--- src/rtl/fo_sweep_pkg.sv ---
// Shared types and defaults for the Fo sweep sequencer.
package fo_sweep_pkg;

    localparam int FO_W           = 9;
    localparam int FO_MAX_DEFAULT = 400;

    typedef enum logic [1:0] {
        MODE_SINGLE = 2'd0,
        MODE_LOOP   = 2'd1,
        MODE_UPDOWN = 2'd2,
        MODE_RSVD   = 2'd3
    } mode_e;

    typedef enum logic [1:0] {
        ST_IDLE      = 2'd0,
        ST_DWELL     = 2'd1,
        ST_WAIT_WRAP = 2'd2,
        ST_FINISH    = 2'd3
    } state_e;

endpackage

--- src/rtl/fo_step_calc.sv ---
// Next-Fo computation for one sweep step, with clamping to the start/stop window.
module fo_step_calc
    import fo_sweep_pkg::*;
#(
    parameter int W = FO_W
) (
    input  logic [W-1:0] fo,
    input  logic         dir_down,
    input  logic [W-1:0] start,
    input  logic [W-1:0] stop,
    input  logic [W-1:0] inc,
    input  mode_e        mode,
    output logic [W-1:0] next_fo,
    output logic         next_dir_down,
    output logic         at_end_single
);

    logic [W:0]        sum;
    logic signed [W:0] diff;
    logic [W-1:0]      up_fo;
    logic [W-1:0]      dn_fo;

    always_comb begin
        // One extra bit on both sides so the clamps never see a wrapped value.
        sum   = {1'b0, fo} + {1'b0, inc};
        diff  = $signed({1'b0, fo}) - $signed({1'b0, inc});
        up_fo = (sum > {1'b0, stop}) ? stop : sum[W-1:0];
        dn_fo = (diff < $signed({1'b0, start})) ? start : diff[W-1:0];

        next_fo       = fo;
        next_dir_down = dir_down;
        at_end_single = 1'b0;

        if (!dir_down) begin
            if (fo != stop) begin
                next_fo = up_fo;
            end else begin
                case (mode)
                    MODE_LOOP:   next_fo = start;
                    MODE_UPDOWN: begin
                        next_fo       = dn_fo;
                        next_dir_down = 1'b1;
                    end
                    default:     at_end_single = 1'b1;
                endcase
            end
        end else begin
            if (fo != start) begin
                next_fo = dn_fo;
            end else begin
                next_fo       = up_fo;
                next_dir_down = 1'b0;
            end
        end
    end

endmodule

--- src/rtl/fo_sweep_controller.sv ---
// Steps the generator Fo through a programmed sweep profile, optionally aligned to table wrap.
//   state        | meaning
//   ST_IDLE      | no sweep; config writable; fo/gen_run keep last value
//   ST_DWELL     | holding fo while the dwell counter runs down
//   ST_WAIT_WRAP | dwell expired, next fo held back until period_wrap
//   ST_FINISH    | single-up sweep reached stop; one-cycle done
module fo_sweep_controller
    import fo_sweep_pkg::*;
#(
    parameter int FO_W       = fo_sweep_pkg::FO_W,
    parameter int DWELL_W    = 16,
    parameter int FO_MAX     = FO_MAX_DEFAULT,
    parameter int PHASE_SYNC = 1
) (
    input  logic               clk,
    input  logic               reset,
    input  logic               cfg_valid,
    output logic               cfg_ready,
    input  logic [FO_W-1:0]    cfg_fo_start,
    input  logic [FO_W-1:0]    cfg_fo_stop,
    input  logic [FO_W-1:0]    cfg_fo_inc,
    input  logic [DWELL_W-1:0] cfg_dwell,
    input  logic [1:0]         cfg_mode,
    input  logic               start,
    input  logic               abort,
    input  logic               period_wrap,
    output logic [FO_W-1:0]    fo,
    output logic               gen_run,
    output logic               busy,
    output logic               done,
    output logic               cfg_err
);

    localparam logic [FO_W:0] FO_MAX_L = (FO_W+1)'(FO_MAX);
    localparam bit            SYNC_EN  = (PHASE_SYNC != 0);

    state_e               state_q, state_d;
    logic [FO_W-1:0]      fo_q, fo_d;
    logic                 dir_q, dir_d;
    logic [DWELL_W-1:0]   cnt_q, cnt_d;
    logic                 gen_run_q, gen_run_d;
    logic                 cfg_err_q, cfg_err_d;
    logic                 cfg_vld_q, cfg_vld_d;
    logic [FO_W-1:0]      cfg_start_q, cfg_start_d;
    logic [FO_W-1:0]      cfg_stop_q, cfg_stop_d;
    logic [FO_W-1:0]      cfg_inc_q, cfg_inc_d;
    logic [DWELL_W-1:0]   cfg_dwell_q, cfg_dwell_d;
    mode_e                cfg_mode_q, cfg_mode_d;

    logic [FO_W-1:0]      step_fo;
    logic                 step_dir;
    logic                 step_end;
    logic [DWELL_W-1:0]   dwell_load;
    logic                 cfg_legal;

    fo_step_calc #(.W(FO_W)) u_step (
        .fo            (fo_q),
        .dir_down      (dir_q),
        .start         (cfg_start_q),
        .stop          (cfg_stop_q),
        .inc           (cfg_inc_q),
        .mode          (cfg_mode_q),
        .next_fo       (step_fo),
        .next_dir_down (step_dir),
        .at_end_single (step_end)
    );

    always_ff @(posedge clk) begin
        if (reset) begin
            state_q     <= ST_IDLE;
            fo_q        <= '0;
            dir_q       <= 1'b0;
            cnt_q       <= '0;
            gen_run_q   <= 1'b0;
            cfg_err_q   <= 1'b0;
            cfg_vld_q   <= 1'b0;
            cfg_start_q <= '0;
            cfg_stop_q  <= '0;
            cfg_inc_q   <= '0;
            cfg_dwell_q <= '0;
            cfg_mode_q  <= MODE_SINGLE;
        end else begin
            state_q     <= state_d;
            fo_q        <= fo_d;
            dir_q       <= dir_d;
            cnt_q       <= cnt_d;
            gen_run_q   <= gen_run_d;
            cfg_err_q   <= cfg_err_d;
            cfg_vld_q   <= cfg_vld_d;
            cfg_start_q <= cfg_start_d;
            cfg_stop_q  <= cfg_stop_d;
            cfg_inc_q   <= cfg_inc_d;
            cfg_dwell_q <= cfg_dwell_d;
            cfg_mode_q  <= cfg_mode_d;
        end
    end

    always_comb begin
        state_d     = state_q;
        fo_d        = fo_q;
        dir_d       = dir_q;
        cnt_d       = cnt_q;
        gen_run_d   = gen_run_q;
        cfg_err_d   = cfg_err_q;
        cfg_vld_d   = cfg_vld_q;
        cfg_start_d = cfg_start_q;
        cfg_stop_d  = cfg_stop_q;
        cfg_inc_d   = cfg_inc_q;
        cfg_dwell_d = cfg_dwell_q;
        cfg_mode_d  = cfg_mode_q;

        dwell_load = (cfg_dwell_q == '0) ? '0 : cfg_dwell_q - DWELL_W'(1);
        cfg_legal  = (cfg_fo_start != '0) && (cfg_fo_start <= cfg_fo_stop) &&
                     ({1'b0, cfg_fo_stop} <= FO_MAX_L) && (cfg_fo_inc != '0) &&
                     (cfg_mode != MODE_RSVD);

        if (cfg_valid && state_q == ST_IDLE) begin
            if (cfg_legal) begin
                cfg_vld_d   = 1'b1;
                cfg_err_d   = 1'b0;
                cfg_start_d = cfg_fo_start;
                cfg_stop_d  = cfg_fo_stop;
                cfg_inc_d   = cfg_fo_inc;
                cfg_dwell_d = cfg_dwell;
                cfg_mode_d  = mode_e'(cfg_mode);
            end else begin
                cfg_err_d = 1'b1;
            end
        end

        if (abort) begin
            state_d   = ST_IDLE;
            fo_d      = '0;
            gen_run_d = 1'b0;
            dir_d     = 1'b0;
        end else begin
            case (state_q)
                ST_IDLE: begin
                    if (start && cfg_vld_q) begin
                        fo_d      = cfg_start_q;
                        dir_d     = 1'b0;
                        gen_run_d = 1'b1;
                        cnt_d     = dwell_load;
                        state_d   = ST_DWELL;
                    end
                end
                ST_DWELL: begin
                    if (cnt_q != '0) begin
                        cnt_d = cnt_q - DWELL_W'(1);
                    end else if (step_end) begin
                        state_d = ST_FINISH;
                    end else if (!SYNC_EN || period_wrap) begin
                        fo_d  = step_fo;
                        dir_d = step_dir;
                        cnt_d = dwell_load;
                    end else begin
                        state_d = ST_WAIT_WRAP;
                    end
                end
                ST_WAIT_WRAP: begin
                    if (period_wrap) begin
                        fo_d    = step_fo;
                        dir_d   = step_dir;
                        cnt_d   = dwell_load;
                        state_d = ST_DWELL;
                    end
                end
                default: state_d = ST_IDLE;
            endcase
        end
    end

    always_comb begin
        cfg_ready = (state_q == ST_IDLE);
        busy      = (state_q == ST_DWELL) || (state_q == ST_WAIT_WRAP);
        done      = (state_q == ST_FINISH);
        fo        = fo_q;
        gen_run   = gen_run_q;
        cfg_err   = cfg_err_q;
    end

endmodule

--- config.mk ---
export PLATFORM = sky130hd
export DESIGN_NAME = fo_sweep_controller
export DESIGN_NICKNAME = d
export VERILOG_FILES = /design/src/rtl/fo_sweep_pkg.sv /design/src/rtl/fo_step_calc.sv /design/src/rtl/fo_sweep_controller.sv
export SDC_FILE = /design/constraint.sdc
export NUM_CORES = 1
export LEC_CHECK = 0
export BUFFER_PORTS_ARGS = -buffer_cell sky130_fd_sc_hd__buf_2
export CAP_MARGIN = 20
export CORE_MARGIN = 2
export CORE_UTILIZATION = 25
export DETAILED_ROUTE_END_ITERATION = 8
export SYNTH_ARGS = -nofsm -noshare
export SYNTH_HDL_FRONTEND = slang
export SYNTH_HIERARCHICAL = 1
export SYNTH_SLANG_ARGS = --single-unit
--- constraint.sdc ---
create_clock -name clk -period 9.7 [get_ports clk]
set_input_delay 1.94 -clock clk [delete_from_list [all_inputs] [get_ports clk]]
set_output_delay 1.94 -clock clk [all_outputs]
set_load 0.05 [all_outputs]
==> flow_summary_export.csv <==
group,metric,value,unit
clocking,ctsLongestPathBuffers,2,
floorplanning,dieHeight,172,µm
yosys,synth_seq_cells,76,
power,cellLeakagePower,0.00315,µW
yosys,post_synth.cell_area_avg,8.20,µm²
power,combPwrFrac,0.437,
hold_path,whs_endpoint,"gen_run$_SDFFE_PP0P_",
yosys,synthCells,858,
sta,setup_viol,0,
final_layout,stdcell_area,7920,µm²
hold_path,hp-start,"gen_run$_SDFFE_PP0P_",
clocking,cts_buffers,9,
clocking,cts.htree.levels,3,
detailed_routing,first_iter_violations,588,
placement,hpwl,15.3,mm
yosys,synth.largest_area_cell,"dfxtp_1",
critical_path,worst_setup_path_start_kind,"flop",
detailed_routing,postRouteAntennaNets,0,
grt,grt_pass1_vias,5970,
clocking,cts_tree,"yes",
detailed_routing,via_per_inst,4.97,
critical_path,cp-end-kind,"flop",
sta,max_slew_margin,0.258,
final_layout,post-route-util,0.285,
power,p_sw,543,µW
sta,setup_tns,0,ns
run,maxCapViolCount,0,
grt,overflow,0,
floorplanning,rows,61,
critical_path,path_class,"reg2reg",
final_layout,area_growth,12.6,%
floorplanning,die_w,172,µm
hold_path,whs_path_depth,2,
final_layout,diodes,0,
placement,dpl-instance-area,7600,µm²
critical_path,crit_chain,"ha_1 -> fa_1 -> a21oi_1 -> o41ai_1 -> or3_1 -> a21oi_1 -> xor2_1 -> ha_1 -> nand4_1 -> o32a_1 -> nor2_1 -> a21oi_1 -> a2111oi_2 -> buf_4 -> mux2i_1 -> nor2_1 -> or3_1 -> mux2i_1 -> a211oi_2",
sta,worst_pin_slew,1.11,ns
power,clock_power_share,0.288,
placement,port_buffers,64,
grt,grt_max_degree,68,
detailed_routing,drc_errors,0,
placement,dp_cells,1254,
critical_path,crit_family,"compound AO/OA/AOI/OAI gates",
critical_path,cpMostUsedCell,"a21oi_1",
critical_path,timing.rr.start,"fo[0]$_SDFFE_PP0P_",
yosys,synthTopCellsByArea,"dfxtp_1 22%, mux2i_1 10%, ha_1 9.6%",
final_layout,finalNetCount,994,
critical_path,cp_data_arrival_time,4.66,ns
sta,holdWs,0.487,ns
sta,finalHoldViolCount,0,
floorplanning,start_util,0.253,
placement,gp_congestion,0.895,
power,pwr-share-seq,0.276,
grt,grt_pass1_wl,32.1,mm
yosys,ys_async_sr_fraction,0,
sta,period_needed,4.44,ns
clocking,cts_resized,0,
critical_path,crit_required,9.91,ns
sta,fin_skew,0.0120,ns
floorplanning,die_area,29500,µm²
yosys,syn_area,7040,µm²
critical_path,crit_fanout,9,
clocking,path_clk_slew,0.07,ns
critical_path,path_buf_inv,1,
sta,rsz0062_at_grt,"false",
detailed_routing,drt-total-wl,20.4,mm
yosys,synth_ff_type,"dfxtp_1",
critical_path,rr_worst_depth,19,
sta,period_share,0.458,
critical_path,cp_slowest_cell,"fa_1",
clocking,cts_root_buffer,"clkbuf_16",
detailed_routing,dr.pass1.iters,5,
floorplanning,pin_count,65,
sta,slew_viol_final,0,
power,sw_frac_of_total,0.404,
power,power_density,169,nW/µm²
clocking,clkLatencyLatePin,0.35,ns
sta,max_freq,0.225,GHz
clocking,cts_setup_buffers,0,
yosys,synth_common_cells,"94 x nand2b_1, 76 x dfxtp_1, 72 x mux2i_1, 61 x nor2_1, 56 x inv_1",
clocking,ctsHoldBuffers,0,
yosys,yosys_warnings,6,
floorplanning,design.core.area,27800,µm²
critical_path,cpPeakStageDelay,0.41,ns
yosys,synth_edf_count,0,
yosys,synth_top_area_frac,0.216,
power,vdd_drop_max,0.0915,mV
critical_path,r2r_slack,5.26,ns
status,status,"completed",
yosys,yosysSeqAreaShare,0.216,
grt,grt_antenna_before_repair,0,
yosys,synth_most_common_cell,"nand2b_1",
power,p_int,799,µW
yosys,ys_types,86,
yosys,synthesis.nets,965,
detailed_routing,routedWlPerCell,16.1,µm
hold_path,min-delay-path-class,"reg2reg",
detailed_routing,num_vias,6318,
critical_path,r2r-end,"fo[6]$_SDFFE_PP0P_",
final_layout,drive_above_1_share,0.156,
grt,grt_use_total,0.139,
clocking,cts_sinks,76,
final_layout,final_cells,1270,
state kept, by name, summed over array words and instances (netlist names):
signal / count
cfg_stop_q: 9
cfg_inc_q: 9
dir_q: 1
state_q: 2
cfg_mode_q: 2
fo: 9
cfg_err: 1
cnt_q: 16
cfg_vld_q: 1
cfg_dwell_q: 16
cfg_start_q: 9
gen_run: 1
layout by cell type, fill, tap and decap left out, types with 3 or more instances in the layout:
cell type / n
a211o_1: 4
a211oi_1: 4
a211oi_2: 9
a21o_1: 8
a21oi_1: 38
a221oi_1: 8
a22oi_1: 6
a31oi_1: 8
and2_1: 5
buf_2: 64
buf_4: 5
clkbuf_16: 9
dfxtp_1: 76
ha_1: 54
inv_1: 56
mux2_2: 8
mux2i_1: 72
nand2_1: 35
nand2b_1: 94
nand3_1: 15
nand4_1: 11
nor2_1: 61
nor2_2: 10
nor2b_1: 6
nor3_1: 23
nor4_1: 11
nor4_4: 3
o211ai_1: 6
o21a_1: 5
o21ai_0: 37
o221ai_1: 3
o31ai_1: 8
o32ai_1: 3
o41ai_1: 4
or2_2: 3
or3_1: 11
or4_1: 5
xnor2_1: 21
xor2_1: 20
layer usage:
layer  part of all wire  up-vias  GRT usage  wire [µm]
met4              0.023        0     0.0464        461
met2               0.45      157      0.216       9090
li1                   -     3123          -          -
met1               0.49     3007      0.193       9930
met5                  0        -          0          0
met3              0.045       31     0.0244        911
layout make-up:
type                            instances  area [µm²]
Sequential cell                        76        1520
Multi-Input combinational cell        674        5030
Clock buffer                           10         239
Clock inverter                          6        86.3
Timing Repair Buffer                   69         358
Tap cell                              378         473
Fill cell                            3023       19900
Inverter                               57         216
how the worst max path moves through the flow:
stage	from	end	slack (ns)	depth (start not counted)
floorplan	fo[0]$_SDFFE_PP0P_	fo[4]$_SDFFE_PP0P_	5.43	19
global placement	fo[2]$_SDFFE_PP0P_	fo[4]$_SDFFE_PP0P_	5.44	19
detailed placement	fo[0]$_SDFFE_PP0P_	fo[6]$_SDFFE_PP0P_	5.31	19
CTS	fo[0]$_SDFFE_PP0P_	fo[6]$_SDFFE_PP0P_	5.29	19
global route	fo[5]$_SDFFE_PP0P_	fo[6]$_SDFFE_PP0P_	4.90	19
finish	fo[0]$_SDFFE_PP0P_	fo[6]$_SDFFE_PP0P_	5.26	19
cell families (layout without fill, tap and decap cells):
kind of cell	after synthesis	after routing	synth area share
AND/OR/NAND/NOR	313	313	0.256
AO/OA/AOI/OAI	184	184	0.191
buffers and inverters	108	142	0.0693
multiplexers	80	80	0.115
flip-flops	76	76	0.216
adder cells (fa/ha/maj)	56	56	0.102
XOR/XNOR	41	41	0.0510
power groups by stage:
stage	Sequential [µW]	Combinational [µW]	Clock [µW]
global route	374	647	400
global placement	376	571	0
detailed placement	377	575	0
CTS	370	578	390
floorplan	372	458	0
finish	370	586	386
stage by stage:
stage	total power [µW]	setup slack (ns)
floorplan	830	5.43
global placement	948	5.44
detailed placement	952	5.31
CTS	1340	5.29
global route	1420	4.90
finish	1340	5.26
worst register-to-register path: stages (launching register included):
cell and delay [ns]:
dfxtp_1 0.38, ha_1 0.28, fa_1 0.41, a21oi_1 0.24
o41ai_1 0.13, or3_1 0.32, a21oi_1 0.16, xor2_1 0.27
ha_1 0.19, nand4_1 0.07, o32a_1 0.33, nor2_1 0.09
a21oi_1 0.05, a2111oi_2 0.22, buf_4 0.27, mux2i_1 0.22
nor2_1 0.05, or3_1 0.36, mux2i_1 0.17, a211oi_2 0.09
No activity file was read; power rests on OpenSTA's default activity.
